==> src/rtl/acc_responder.sv <==
// acc_responder: accelerator-side endpoint of the offload protocol.
// It accepts q-channel requests, forwards hits to the local functional unit,
// turns address misses into error responses, and returns every response on
// the p channel in acceptance order with the request ID echoed back.
//
// Handshake rule for every channel here (q, p, unit_req, unit_rsp): a beat
// transfers on a rising clk_i edge where valid and ready are both 1. Once a
// source raises valid it holds valid and payload stable until the transfer,
// and valid never waits on ready. Ready may depend combinationally on valid
// and payload (q_ready_o looks at q_addr_i).

package acc_pkg;
    parameter int unsigned AccAddrWidth = 4;
endpackage

module acc_responder #(
    parameter int unsigned AccAddrWidth = acc_pkg::AccAddrWidth,
    parameter int unsigned DataWidth = 32,
    parameter int unsigned IdWidth = 6,
    parameter logic [AccAddrWidth-1:0] Addr = '0,
    parameter int unsigned MaxOutstanding = 4
) (
    input  logic                    clk_i,
    input  logic                    rst_i,
    input  logic                    q_valid_i,
    output logic                    q_ready_o,
    input  logic [AccAddrWidth-1:0] q_addr_i,
    input  logic [IdWidth-1:0]      q_id_i,
    input  logic [31:0]             q_data_op_i,
    input  logic [DataWidth-1:0]    q_data_arga_i,
    input  logic [DataWidth-1:0]    q_data_argb_i,
    input  logic [DataWidth-1:0]    q_data_argc_i,
    output logic                    p_valid_o,
    input  logic                    p_ready_i,
    output logic [IdWidth-1:0]      p_id_o,
    output logic [DataWidth-1:0]    p_data_o,
    output logic                    p_error_o,
    output logic                    unit_req_valid_o,
    input  logic                    unit_req_ready_i,
    output logic [31:0]             unit_op_o,
    output logic [DataWidth-1:0]    unit_arga_o,
    output logic [DataWidth-1:0]    unit_argb_o,
    output logic [DataWidth-1:0]    unit_argc_o,
    input  logic                    unit_rsp_valid_i,
    output logic                    unit_rsp_ready_o,
    input  logic [DataWidth-1:0]    unit_rsp_data_i,
    input  logic                    unit_rsp_error_i
);
    // MaxOutstanding is a power of two, so pointers wrap by plain overflow.
    localparam int unsigned PtrW = (MaxOutstanding > 1) ? $clog2(MaxOutstanding) : 1;
    localparam int unsigned CntW = PtrW + 1;

    typedef struct packed {
        logic [IdWidth-1:0] id;
        logic               miss;
    } entry_t;

    entry_t                mem_q [MaxOutstanding];
    entry_t                mem_d [MaxOutstanding];
    logic [PtrW-1:0]       wr_ptr_q, wr_ptr_d;
    logic [PtrW-1:0]       rd_ptr_q, rd_ptr_d;
    logic [CntW-1:0]       count_q, count_d;
    logic [CntW-1:0]       hits_q, hits_d;
    logic                  p_valid_q, p_valid_d;
    logic [IdWidth-1:0]    p_id_q, p_id_d;
    logic [DataWidth-1:0]  p_data_q, p_data_d;
    logic                  p_error_q, p_error_d;

    entry_t head;
    logic   hit, full, nonempty, push, push_hit, pop, out_free, load_miss, load_hit;

    // Request side: address check, issue gating and tracking-FIFO push.
    assign hit      = (q_addr_i == Addr);
    assign full     = (count_q == CntW'(MaxOutstanding));
    assign nonempty = (count_q != '0);
    assign head     = mem_q[rd_ptr_q];

    // No full pass-through: a pop in the same cycle does not open q_ready_o.
    assign q_ready_o        = ~full & (~hit | unit_req_ready_i);
    assign unit_req_valid_o = q_valid_i & hit & ~full;
    assign push             = q_valid_i & q_ready_o;
    assign push_hit         = push & hit;

    assign unit_op_o   = q_data_op_i;
    assign unit_arga_o = q_data_arga_i;
    assign unit_argb_o = q_data_argb_i;
    assign unit_argc_o = q_data_argc_i;

    // Response side: the head entry decides whether the output register is
    // fed by a unit result (hit) or by a locally made error beat (miss).
    assign out_free         = ~p_valid_q | p_ready_i;
    assign unit_rsp_ready_o = nonempty & ~head.miss & out_free;
    assign load_miss        = nonempty & head.miss & out_free;
    assign load_hit         = unit_rsp_valid_i & unit_rsp_ready_o;
    assign pop              = load_miss | load_hit;

    assign p_valid_o = p_valid_q;
    assign p_id_o    = p_id_q;
    assign p_data_o  = p_data_q;
    assign p_error_o = p_error_q;

    // Next-state for the tracking FIFO, the hit counter and the output register.
    always_comb begin
        mem_d     = mem_q;
        wr_ptr_d  = wr_ptr_q;
        rd_ptr_d  = rd_ptr_q;
        count_d   = count_q;
        hits_d    = hits_q;
        p_valid_d = p_valid_q;
        p_id_d    = p_id_q;
        p_data_d  = p_data_q;
        p_error_d = p_error_q;

        if (push) begin
            mem_d[wr_ptr_q] = '{id: q_id_i, miss: ~hit};
            wr_ptr_d        = wr_ptr_q + PtrW'(1);
        end
        if (pop) begin
            rd_ptr_d = rd_ptr_q + PtrW'(1);
        end

        case ({push, pop})
            2'b10:   count_d = count_q + CntW'(1);
            2'b01:   count_d = count_q - CntW'(1);
            default: count_d = count_q;
        endcase

        // Outstanding hits only feed the unit-result sanity check.
        if (push_hit && !load_hit) begin
            hits_d = hits_q + CntW'(1);
        end else if (!push_hit && load_hit) begin
            hits_d = hits_q - CntW'(1);
        end

        if (load_miss) begin
            p_valid_d = 1'b1;
            p_id_d    = head.id;
            p_data_d  = '0;
            p_error_d = 1'b1;
        end else if (load_hit) begin
            p_valid_d = 1'b1;
            p_id_d    = head.id;
            p_data_d  = unit_rsp_data_i;
            p_error_d = unit_rsp_error_i;
        end else if (out_free) begin
            p_valid_d = 1'b0;
        end
    end

    // State registers with synchronous reset; reset drops every entry.
    always_ff @(posedge clk_i) begin
        if (rst_i) begin
            for (int unsigned i = 0; i < MaxOutstanding; i++) begin
                mem_q[i] <= '0;
            end
            wr_ptr_q  <= '0;
            rd_ptr_q  <= '0;
            count_q   <= '0;
            hits_q    <= '0;
            p_valid_q <= 1'b0;
            p_id_q    <= '0;
            p_data_q  <= '0;
            p_error_q <= 1'b0;
        end else begin
            mem_q     <= mem_d;
            wr_ptr_q  <= wr_ptr_d;
            rd_ptr_q  <= rd_ptr_d;
            count_q   <= count_d;
            hits_q    <= hits_d;
            p_valid_q <= p_valid_d;
            p_id_q    <= p_id_d;
            p_data_q  <= p_data_d;
            p_error_q <= p_error_d;
        end
    end

    a_no_push_full: assert property (@(posedge clk_i) disable iff (rst_i)
        !(push && full));
    a_no_pop_empty: assert property (@(posedge clk_i) disable iff (rst_i)
        !(pop && !nonempty));
    a_p_stable: assert property (@(posedge clk_i) disable iff (rst_i)
        (p_valid_q && !p_ready_i) |=>
        (p_valid_q && $stable(p_id_q) && $stable(p_data_q) && $stable(p_error_q)));
    a_rsp_with_hits: assert property (@(posedge clk_i) disable iff (rst_i)
        unit_rsp_valid_i |-> (hits_q != '0))
        else $warning("unit result offered with no outstanding hit");

endmodule

==> config.mk <==
export PLATFORM = sky130hd
export DESIGN_NAME = acc_responder
export DESIGN_NICKNAME = d
export VERILOG_FILES = /design/src/rtl/acc_responder.sv
export SDC_FILE = /design/constraint.sdc
export NUM_CORES = 1
export LEC_CHECK = 0
export CAP_MARGIN = 20
export CORE_AREA = 3 3 133 135
export CTS_CLUSTER_DIAMETER = 30
export DETAILED_ROUTE_END_ITERATION = 6
export DIE_AREA = 0 0 136 138
export PLACE_DENSITY = 0.67
export SYNTH_ARGS = -nofsm -noshare
export SYNTH_HDL_FRONTEND = slang
export SYNTH_SLANG_ARGS = --single-unit
==> constraint.sdc <==
create_clock -name clk_i -period 2.76 [get_ports clk_i]
set_input_delay 0.276 -clock clk_i [delete_from_list [all_inputs] [get_ports clk_i]]
set_output_delay 0.276 -clock clk_i [all_outputs]
set_load 0.01 [all_outputs]
After elaboration in Yosys (flattened, before gate mapping)
Index checks and enable logic that the tools add are counted.
Word-level totals
  memories kept: 0
  bits in latches: 0
  register bits: 75
  RAM bits: 0
  bits in read-only memories: 0
Cells by class
  magnitude comparators: 3
  eq/ne operators: 3
  shift operators: 0
  divide/modulo/power cells: 0
  $mul: 0
  bitwise operators: 18
  mux-type cells: 14
  $add $sub $neg: 4
  reduce and logical (&&, ||, !) cells: 7
Operators by type and width (number)
  28-bit bitwise mux: 1
  7-bit two-way mux: 3
  7-bit binary-select mux with 2-bit select: 1
  7-bit demux with 2-bit select: 1
  6-bit two-way mux: 2
  1-bit AND: 9
  3-bit >= comparator (second input constant): 2
  2-bit inverter with 3-bit output: 2
  3-bit case mux with 2 select lines: 1
  3-bit nonzero test: 2
  1-bit two-way mux: 5
  2-bit by 1-bit adder with 2-bit output (second input constant): 2
  4-bit logical NOT: 1
  1-bit inverter: 4
  2-bit nonzero test: 2
  3-bit by 1-bit adder with 3-bit output (second input constant): 1
  3-bit == test (second input constant): 1
  3-bit by 1-bit < comparator with 1-bit output (second input constant): 1
  1-bit bitwise OR: 3
  3-bit by 1-bit subtractor with 3-bit output (second input constant): 1
  2-bit by 1-bit == test with 1-bit output (second input constant): 1
  2-bit == test (second input constant): 1
  2-bit OR reduction: 1
  1-bit logical AND: 1

Longest topological paths before layout
Gate-level depths: netlist of run 1.
  depth after elaboration: 11
  depth in mapped cells: 10
  gate-level depth less buffers: 9

Worst setup path before layout of run 1
No wires, ideal clock.
  path type: in2reg
  from: in q_addr_i[1]
  to: reg count_q[2]
  cell stages on the path: 9
  buffers on the path: 1
  arrival: 2.555 ns
  setup time: 0.070 ns
  setup slack: 0.135 ns
  data required time: 2.690 ns
  cell sequence: or4_1 buf_2 o211ai_1 ha_1 inv_1 fa_1 xor2_1 or3_1 a21oi_1
On the way
  longest elaborated chain between the ends: 7
Ends and longest elaborated chain
  from (decl): line 27  | input logic [AccAddrWidth-1:0] q_addr_i,
  4-bit logical NOT (*): line 73  | assign hit = (q_addr_i == Addr);
  1-bit inverter (*): line 79  | assign q_ready_o = ~full & (~hit | unit_req_ready_i);
  1-bit bitwise OR (*): line 79
  1-bit AND (*): line 79
  1-bit AND (*): line 81  | assign push = q_valid_i & q_ready_o;
  2-bit by 1-bit == test with 1-bit output or 2-bit == test (tied branches): line 122  | case ({push, pop})
  3-bit case mux with 2 select lines or 2-bit nonzero test (tied branches)
  to (signal assigned): line 168  | count_q <= count_d;
  to (decl): line 62  | logic [CntW-1:0] count_q, count_d;
Mark *: on every way between the ends. The rest lies on a longest branch, timed or not.
A chain may end at the register's enable or synchronous reset.

Final worst setup path of run 1
  from: in q_addr_i[0]
  to: reg count_q[2]
Same word-level chain as after synthesis.

==> metrics.cfg, run 1 <==
[power]
vdd_ir_drop_max_uv = 419
p_comb_share_pct = 33.2
power_switching_mw = 1.19
pwr-share-seq_pct = 36.3
switching_share_pct = 31.2
p_per_area_mw_per_mm2 = 844
intPower_mw = 2.62
p_leak_nw = 1.79
clkPwrFrac_pct = 30.5

[placement]
gp_congestion = 0.750
post-place-ws_ps = -98.5
numPortBuffers = 91
dp_hpwl_um = 8390

[cts]
clock-sinks = 75
cts_resized = 0
cts_root_buffer = clkbuf_16
numCtsBuffers = 9
post_cts_buffers = 0
htree_num_levels = 3
clockBufferDepth = 2
cts_tree = yes
clkTransAtPathRegs_ps = 60
clkLatencyLatePin_ps = 330
ctsHoldBuffers = 0

[hold_path]
min_path_cells = 2
min_from = p_id_o[1]
hp-class = flip-flop to flip-flop
holdPathEnd = p_id_o[1]

[worst_setup_path]
r2r_end = count_q[2]
cp.arrival_ps = 2810
critPathRequiredTime_ps = 3020
worstPathMaxFanout = 2
r2r_cells = 8
r2r-start = count_q[2]
worstSetupStartpointType = primary input
r2r_setup_slack_ps = 360
end_kind = flip-flop
worstSetupPathType = primary input to flip-flop

[yosys]
synth_fp_nets = 574
ys.warnings.count = 0
ys.flop_type = dfxtp_1
synth_area_per_cell_um2 = 10.2
syn-cell-area_mm2 = 0.00400
ys_seq_elements = 75
async_reset_ff_share_pct = 0
synth_cell_types = 37
synth-edff-count = 0
synthCells = 391
synth_sequential_area_ratio_pct = 37.6

[timing]
rsz0062_at_grt = no
tns_ps = 0
relSlewSlack_pct = 63.0
clock_skew_ps = 8.80
hold_viol = 0
setup_viol_count_final = 0
worst_pin_slew_ps = 554
post-route-period-util_pct = 92.4
slew_violations = 0
min_period_ps = 2550
worst_slack_ps = 209
timing.fmax_mhz = 392

[grt]
first_global_vias = 2699
grt_overflow = 0
grtUsageTotal_pct = 11.1
grt_max_degree = 43
grt_pass1_wl_um = 16000
antenna_found_initial = 0

[layout]
postLayoutCoreUtil_pct = 27.2
nNetsFinal = 544
drive_above_1_share_pct = 18.3
antenna_cells = 0
n_fill_cell = 1736
synthToLayoutAreaGrowth_pct = 12.9

[flow_run]
maxCapViolCount = 0

[die]
core_area_mm2 = 0.0166
start_util_pct = 24.1
die-width_um = 136
io_pins = 348
die_h_um = 138
rows = 47
die_area_mm2 = 0.0188

[routing]
drt-initial-drc-count = 114
drc = 0
viasPerCell = 4.36
vias = 2553
wl_um = 10600
dr.pass1.iters = 4
wl_per_cell_um = 18.2
ant_nets = 0

[run_status]
status = completed

## cell type report
cell class                      instances  area [um^2]  area share [%]
Sequential cell                        75         1500            33.3
Multi-Input combinational cell        163         1400            31.0
Timing Repair Buffer                  104         1010            22.4
Tap cell                              220          275            6.10
Clock buffer                           10          229            5.07
Clock inverter                          6         65.1            1.44
Inverter                                8         35.0           0.776
## routing by layer
layer | vias to the layer above | global-route usage [%] | share of wire [%] | wire length [um]
li1 | 1163 | - | - | -
met1 | 1195 | 11.0 | 35 | 3690
met2 | 140 | 18.6 | 49 | 5250
met3 | 55 | 6.07 | 11 | 1200
met4 | 0 | 5.68 | 4.8 | 506
met5 | - | 0 | 0 | 0
## worst max-delay path: stages
cell and delay [ps]:
clkdlybuf4s50_1 420, or4_1 530, o211ai_1 260, ha_1 220, inv_1 60, fa_1 370, xor2_1 160, or3_1 330
a21oi_1 190
## cell usage in the layout (no fill, tap or decap), types with 2 or more instances in the layout
master | netlist | layout
a21oi_1 | 10 | 10
a22o_1 | 4 | 4
a22o_2 | 28 | 28
a32oi_1 | 4 | 4
buf_4 | 128 | 13
clkbuf_16 | 0 | 9
clkdlybuf4s50_1 | 0 | 91
clkinv_2 | 0 | 2
dfxtp_1 | 75 | 75
ha_1 | 5 | 5
inv_1 | 7 | 7
inv_6 | 1 | 2
mux2i_1 | 25 | 25
mux4_1 | 6 | 6
nand2_1 | 14 | 14
nand4_1 | 4 | 4
nor2_1 | 37 | 37
o2111ai_4 | 3 | 3
o21ai_0 | 2 | 2
or3_1 | 2 | 2
xnor2_1 | 2 | 2
xor2_1 | 2 | 2
## worst max-delay path by stage
stage,start,end,slack (ps)
floorplan,q_addr_i[1],count_q[2],140
global placement,q_addr_i[0],count_q[2],50
detailed placement,q_addr_i[0],count_q[2],-100
CTS,q_addr_i[0],count_q[2],250
global route,q_addr_i[0],count_q[2],70
finish,q_addr_i[0],count_q[2],210
## flip-flops by register name, summed over array words and instances, names as in the netlist
register   cells
p_data_o      32
wr_ptr_q       2
p_id_o         6
rd_ptr_q       2
mem_q         28
count_q        3
p_valid_o      1
p_error_o      1
## cell usage after synthesis (2+ instances only)
library cell / n / area, um^2
mux2i_1: 25 / 250
xnor2_1: 2 / 17.5
mux4_1: 6 / 158
nand4_1: 4 / 25.0
ha_1: 5 / 62.6
buf_2: 5 / 25.0
clkbuf_1: 8 / 30.0
inv_1: 7 / 26.3
nor2_1: 37 / 139
nand2_1: 14 / 52.6
buf_4: 128 / 961
xor2_1: 2 / 17.5
buf_6: 4 / 45.0
or3_1: 2 / 12.5
a22o_1: 4 / 35.0
a21oi_1: 10 / 50.1
dfxtp_1: 75 / 1500
o21ai_0: 2 / 10.0
a22o_2: 28 / 280
a32oi_1: 4 / 35.0
o2111ai_4: 3 / 78.8
## cell families after synthesis
group,count (synthesis),share of synthesized area [%]
xor gates and xnor gates,4,0.877
and+or+nand+nor,65,7.58
muxes,32,10.8
AOI/OAI and AO/OA,56,13.7
buffers and inverters,153,27.4
adders and majority gates,6,2.07
DFF,75,37.6
## power by group through the flow
stage | clock network (mW) | registers (mW) | logic [mW]
2_1_floorplan | 0 | 1.43 | 0.892
3_3_place_gp | 0 | 1.40 | 1.24
3_5_place_dp | 0 | 1.40 | 1.29
4_1_cts | 1.21 | 1.38 | 1.29
5_1_grt | 1.25 | 1.40 | 1.38
6_report | 1.16 | 1.38 | 1.27
## per-stage QoR
stage	hold WS (ps)	total power, mW	instance area (um^2)	instances
2_1_floorplan	409	2.32	4000	391
3_3_place_gp	446	2.64	4220	570
3_5_place_dp	452	2.69	4220	570
4_1_cts	460	3.88	4510	586
5_1_grt	494	4.04	4510	586
6_report	455	3.81	4510	586
(Power assumes the default switching activity.)
==> run 2: changes to the inputs <==
- CAP_MARGIN: 20 -> 0
- PLACE_DENSITY: 0.67 -> 0.66
==> metrics.cfg, run 2 (same netlist as run 1, synthesis figures left out) <==
[run_status]
status = completed

[placement]
numPortBuffers = 91  ; unchanged
dp_hpwl_um = 10500  ; +25%
gp_congestion = 0.741  ; -1.2%
placed_area_mm2 = 0.00420  ; -0.36%

[die]
die_area_mm2 = 0.0188  ; unchanged
rows = 47  ; unchanged
core_area_mm2 = 0.0166  ; unchanged
die-width_um = 136  ; unchanged
die_h_um = 138  ; unchanged
io_pins = 348  ; unchanged
start_util_pct = 24.1  ; unchanged

[power]
power_mw = 3.87  ; +1.7%
p_per_area_mw_per_mm2 = 857  ; +1.5%
p_leak_nw = 1.79  ; about the same
vdd_ir_drop_max_uv = 715  ; +71%

[worst_setup_path]
worstSetupStartpointType = primary input
cp.arrival_ps = 2780  ; -30 ps
worstSetupPathType = primary input to flip-flop
end_kind = flip-flop
crit_path_max_incr_delay_ps = 570  ; +40 ps
critPathRequiredTime_ps = 3030  ; about the same
worstPathMaxFanout = 2  ; unchanged
slowest_stage = or4_1
cp_cell_sequence = clkdlybuf4s50_1 > or4_1 > o211ai_1 > ha_1 > inv_1 > fa_1 > xor2_1 > or3_1 > a21oi_1

[grt]
use_met3_pct = 10.7  ; +4.6 points
top_usage_layer = met2
antenna_found_initial = 0  ; unchanged
met1_usage_pct = 12.6  ; +1.6 points
grtUsageTotal_pct = 13.3  ; +2.2 points
grt_pass1_wl_um = 18300  ; +15%
first_global_vias = 2702  ; +0.11%
grt_use_met2_pct = 21.8  ; +3.2 points
grt_max_degree = 44  ; +2.3%
grt_overflow = 0  ; unchanged

[layout]
drive_above_1_share_pct = 17.9  ; -0.45 points
antenna_cells = 0  ; unchanged
nNetsFinal = 542  ; -0.37%
synthToLayoutAreaGrowth_pct = 13.2
stdcell_area_mm2 = 0.00452  ; +0.22%
n_fill_cell = 1729  ; -0.40%
postLayoutCoreUtil_pct = 27.3  ; +0.060 points
final_common_cell = clkdlybuf4s50_1
layout_common_cells = clkdlybuf4s50_1, dfxtp_1, nor2_1
largest_reg_flops = 32  ; unchanged

[timing]
timing.fmax_mhz = 398  ; +1.5%
clock_skew_ps = 9.85  ; +1.05 ps
post-route-period-util_pct = 91.0  ; -1.4 points
setup_viol_count_final = 0  ; unchanged
min_period_ps = 2510  ; -38.7 ps
slew_violations = 0  ; unchanged
hold_viol = 0  ; unchanged
rsz0062_at_grt = no
tns_ps = 0  ; unchanged
worst_pin_slew_ps = 576  ; +21.7 ps
relSlewSlack_pct = 61.6  ; -1.4 points

[hold_path]
hp-class = flip-flop to flip-flop

[cts]
numCtsBuffers = 9  ; unchanged
clkLatencyLatePin_ps = 340  ; about the same
clkTransAtPathRegs_ps = 60  ; about the same
post_cts_buffers = 0  ; unchanged
cts_root_buffer = clkbuf_16
ctsHoldBuffers = 0  ; unchanged
clock-sinks = 75  ; unchanged
htree_num_levels = 3  ; unchanged
clockBufferDepth = 2  ; unchanged
cts_resized = 0  ; unchanged
cts_tree = yes

[routing]
viasPerCell = 4.35  ; -0.13%
drt-initial-drc-count = 106  ; -7.0%
dr.pass1.iters = 6  ; +2
vias = 2541  ; -0.47%
wl_um = 12700  ; +20%
ant_nets = 0  ; unchanged
wl_per_cell_um = 21.8  ; +20%
drc = 0  ; unchanged

[flow_run]
maxCapViolCount = 0  ; unchanged

## run 2: cell count changes in the layout (fill, tap and decap cells not counted), sizes merged
cell / previous run / this run
buf: 13 / 11
inv: 9 / 8
bufinv: 1 / 2
## run 2: worst paths after layout
kind                 to         from  slack, ps  cells past startpoint
max          count_q[2]  q_addr_i[1]        250                      9
min           p_id_o[3]    p_id_o[3]        460                      2
max reg2reg  count_q[2]   count_q[2]        430                      8
min reg2reg   p_id_o[3]    p_id_o[3]        460                      2
## run 2: where the power goes
part	switching, mW	internal, mW
sequential	0.111	1.27
combinational	0.607	0.638
clock	0.458	0.793
## run 2: worst max-delay path: cells and delay by family
family	cells	cell delay, ps
simple gates	2	870
fa+ha+maj	2	610
buf+inv	2	450
compound gates	2	410
xor+xnor	1	160
## run 2: final cells by class
cell class | count | area [um^2] | area share (%)
flip-flops and latches | 75 | 1500 | 33.2
multi-input cells | 163 | 1400 | 30.9
repair buffers | 102 | 993 | 22.0
well taps | 220 | 275 | 6.09
clock buffers | 10 | 229 | 5.06
clock inverters | 6 | 90.1 | 1.99
inverters | 8 | 35.0 | 0.775
## run 2: through the flow
stage | instances | hold WS (ps) | setup WS (ps)
2_1_floorplan | 391 | 409 | 135
3_5_place_dp | 568 | 450 | -114
3_3_place_gp | 568 | 446 | 44.5
6_report | 584 | 462 | 248
5_1_grt | 584 | 481 | 112
4_1_cts | 584 | 466 | 250
## run 2: routing by layer
layer,up-vias,wire [um]
met2,183,6240
met4,4,189
li1,1155,-
met3,28,2070
met1,1171,4110
met5,-,126
==> run 3: changes to the inputs <==
--- a/config.mk
+++ b/config.mk
@@ -11,4 +11,5 @@
 export DETAILED_ROUTE_END_ITERATION = 6
 export DIE_AREA = 0 0 136 138
+export GPL_ROUTABILITY_DRIVEN = 1
 export PLACE_DENSITY = 0.66
 export SYNTH_ARGS = -nofsm -noshare
==> constraint.sdc (replaced) <==
create_clock -name clk_i -period 2.76 [get_ports clk_i]
set_input_delay 0.276 -clock clk_i [delete_from_list [all_inputs] [get_ports clk_i]]
set_output_delay 0.276 -clock clk_i [all_outputs]
set_load 0.1 [all_outputs]
==> metrics.cfg, run 3 (same netlist as run 1, synthesis figures left out) <==
[timing]
clock_skew_ps = 8.57  ; -1.28 ps
slew_violations = 0  ; unchanged
min_period_ps = 2500  ; -16.0 ps
hold_viol = 0  ; unchanged
post-route-period-util_pct = 90.5  ; -0.58 points
relSlewSlack_pct = 62.3  ; +0.68 points
timing.fmax_mhz = 401  ; +0.64%
setup_viol_count_final = 0  ; unchanged
worst_pin_slew_ps = 566  ; -10.2 ps
rsz0062_at_grt = no

[routing]
vias = 2525  ; -0.63%
ant_nets = 0  ; unchanged
wl_um = 12800  ; +0.23%
drc = 0  ; unchanged
viasPerCell = 4.32  ; -0.63%
wl_per_cell_um = 21.9  ; +0.23%
wirelength_met1_um = 4030  ; -2.0%
dr.pass1.iters = 4  ; -2
wl_met3_um = 2130  ; +2.8%
dr_wl_met2_um = 6280  ; +0.66%
highest_layer = met5
drt-initial-drc-count = 118  ; +11%

[die]
rows = 47  ; unchanged
io_pins = 348  ; unchanged
die-width_um = 136  ; unchanged
die_h_um = 138  ; unchanged
start_util_pct = 24.1  ; unchanged
core_area_mm2 = 0.0166  ; unchanged
die_area_mm2 = 0.0188  ; unchanged

[placement]
numPortBuffers = 91  ; unchanged
dp_cells = 568  ; unchanged
dp_hpwl_um = 10500  ; +0.12%
gp_congestion = 0.755  ; +1.9%

[worst_setup_path]
r2r_end = count_q[2]
critPathRequiredTime_ps = 3030  ; about the same
end_kind = flip-flop
r2r-start = rd_ptr_q[0]
r2r_setup_slack_ps = 430  ; about the same
cp.arrival_ps = 2760  ; -20 ps
worstPathMaxFanout = 2  ; unchanged
r2r_cells = 9  ; +1
worstSetupStartpointType = primary input
worstSetupPathType = primary input to flip-flop

[power]
vdd_ir_drop_max_uv = 881  ; +23%
p_per_area_mw_per_mm2 = 1060  ; +23%
p_leak_nw = 1.87  ; +4.6%
power_mw = 4.68  ; +21%

[layout]
n_fill_cell = 1754  ; +1.4%
drive_above_1_share_pct = 29.9  ; +12 points
largest_reg_flops = 32  ; unchanged
synthToLayoutAreaGrowth_pct = 10.8
fin_cells = 584  ; unchanged
final_common_cell = dfxtp_1
layout_common_cells = dfxtp_1, buf_4, clkdlybuf4s50_1
antenna_cells = 0  ; unchanged
nNetsFinal = 542  ; unchanged

[grt]
grt_overflow = 0  ; unchanged
grt_pass1_wl_um = 17700  ; -3.5%
grtUsageTotal_pct = 13.0  ; -0.31 points
antenna_found_initial = 0  ; unchanged
grt_max_degree = 44  ; unchanged
first_global_vias = 2630  ; -2.7%

[cts]
ctsHoldBuffers = 0  ; unchanged
clockBufferDepth = 2  ; unchanged
htree_num_levels = 3  ; unchanged
clock-sinks = 75  ; unchanged
cts_root_buffer = clkbuf_16
cts_resized = 0  ; unchanged
post_cts_buffers = 0  ; unchanged
clkLatencyLatePin_ps = 340  ; about the same
numCtsBuffers = 9  ; unchanged
cts_tree = yes
clkTransAtPathRegs_ps = 60  ; about the same

[hold_path]
min_path_cells = 2  ; unchanged
holdPathEnd = p_id_o[3]
hp-class = flip-flop to flip-flop
min_from = p_id_o[3]

[flow_run]
maxCapViolCount = 0  ; unchanged

[run_status]
status = completed

==> run 3: where the power goes <==
part | total (mW) | internal, mW | switching (mW)
clock | 1.21 | 0.714 | 0.493
sequential | 1.38 | 1.27 | 0.110
combinational | 2.10 | 0.600 | 1.50
total | 4.68 | 2.58 | 2.10
==> run 3: critical path, cell delays in order <==
cell and delay, ps:
clkdlybuf4s50_1 390, or4_1 560, o211ai_1 280, ha_1 230
inv_1 70, fa_1 370, xor2_1 150, or3_1 300
a21oi_1 140
==> run 3: layout make-up <==
cell class / instances / area (um^2) / area share (%)
well taps: 220 / 275 / 6.22
flip-flops and latches: 75 / 1500 / 33.9
clock inverters: 7 / 82.6 / 1.86
clock buffers: 9 / 225 / 5.09
multi-input cells: 163 / 1400 / 31.6
inverters: 8 / 35.0 / 0.791
repair buffers: 102 / 911 / 20.6
==> run 3: metal layers <==
metal / vias to the layer above / global-route usage, %
li1: 1155 / -
met1: 1147 / 11.9
met2: 193 / 21.5
met3: 26 / 10.8
met4: 4 / 3.24
met5: - / 5.03
==> run 3: worst max-delay path by stage <==
stage                      from          to  slack, ps
finish              q_addr_i[1]  count_q[2]        260
detailed placement  q_addr_i[1]  count_q[2]        -60
CTS                 q_addr_i[1]  count_q[2]        300
global placement    q_addr_i[1]  count_q[2]         50
global route        q_addr_i[0]  count_q[2]        200
floorplan           q_addr_i[1]  count_q[2]        140
==> run 3: metrics by stage <==
step	util (%)	instance area [um^2]	worst slack, ps	TNS, ps	hold WS (ps)
after floorplan	-	4000	135	0	409
final	26.7	4430	264	0	467
after detailed placement	24.8	4120	-59.5	-59.5	454
after CTS	26.7	4430	300	0	470
after global routing	26.7	4430	195	0	499
after global placement	24.8	4120	50.5	0	450
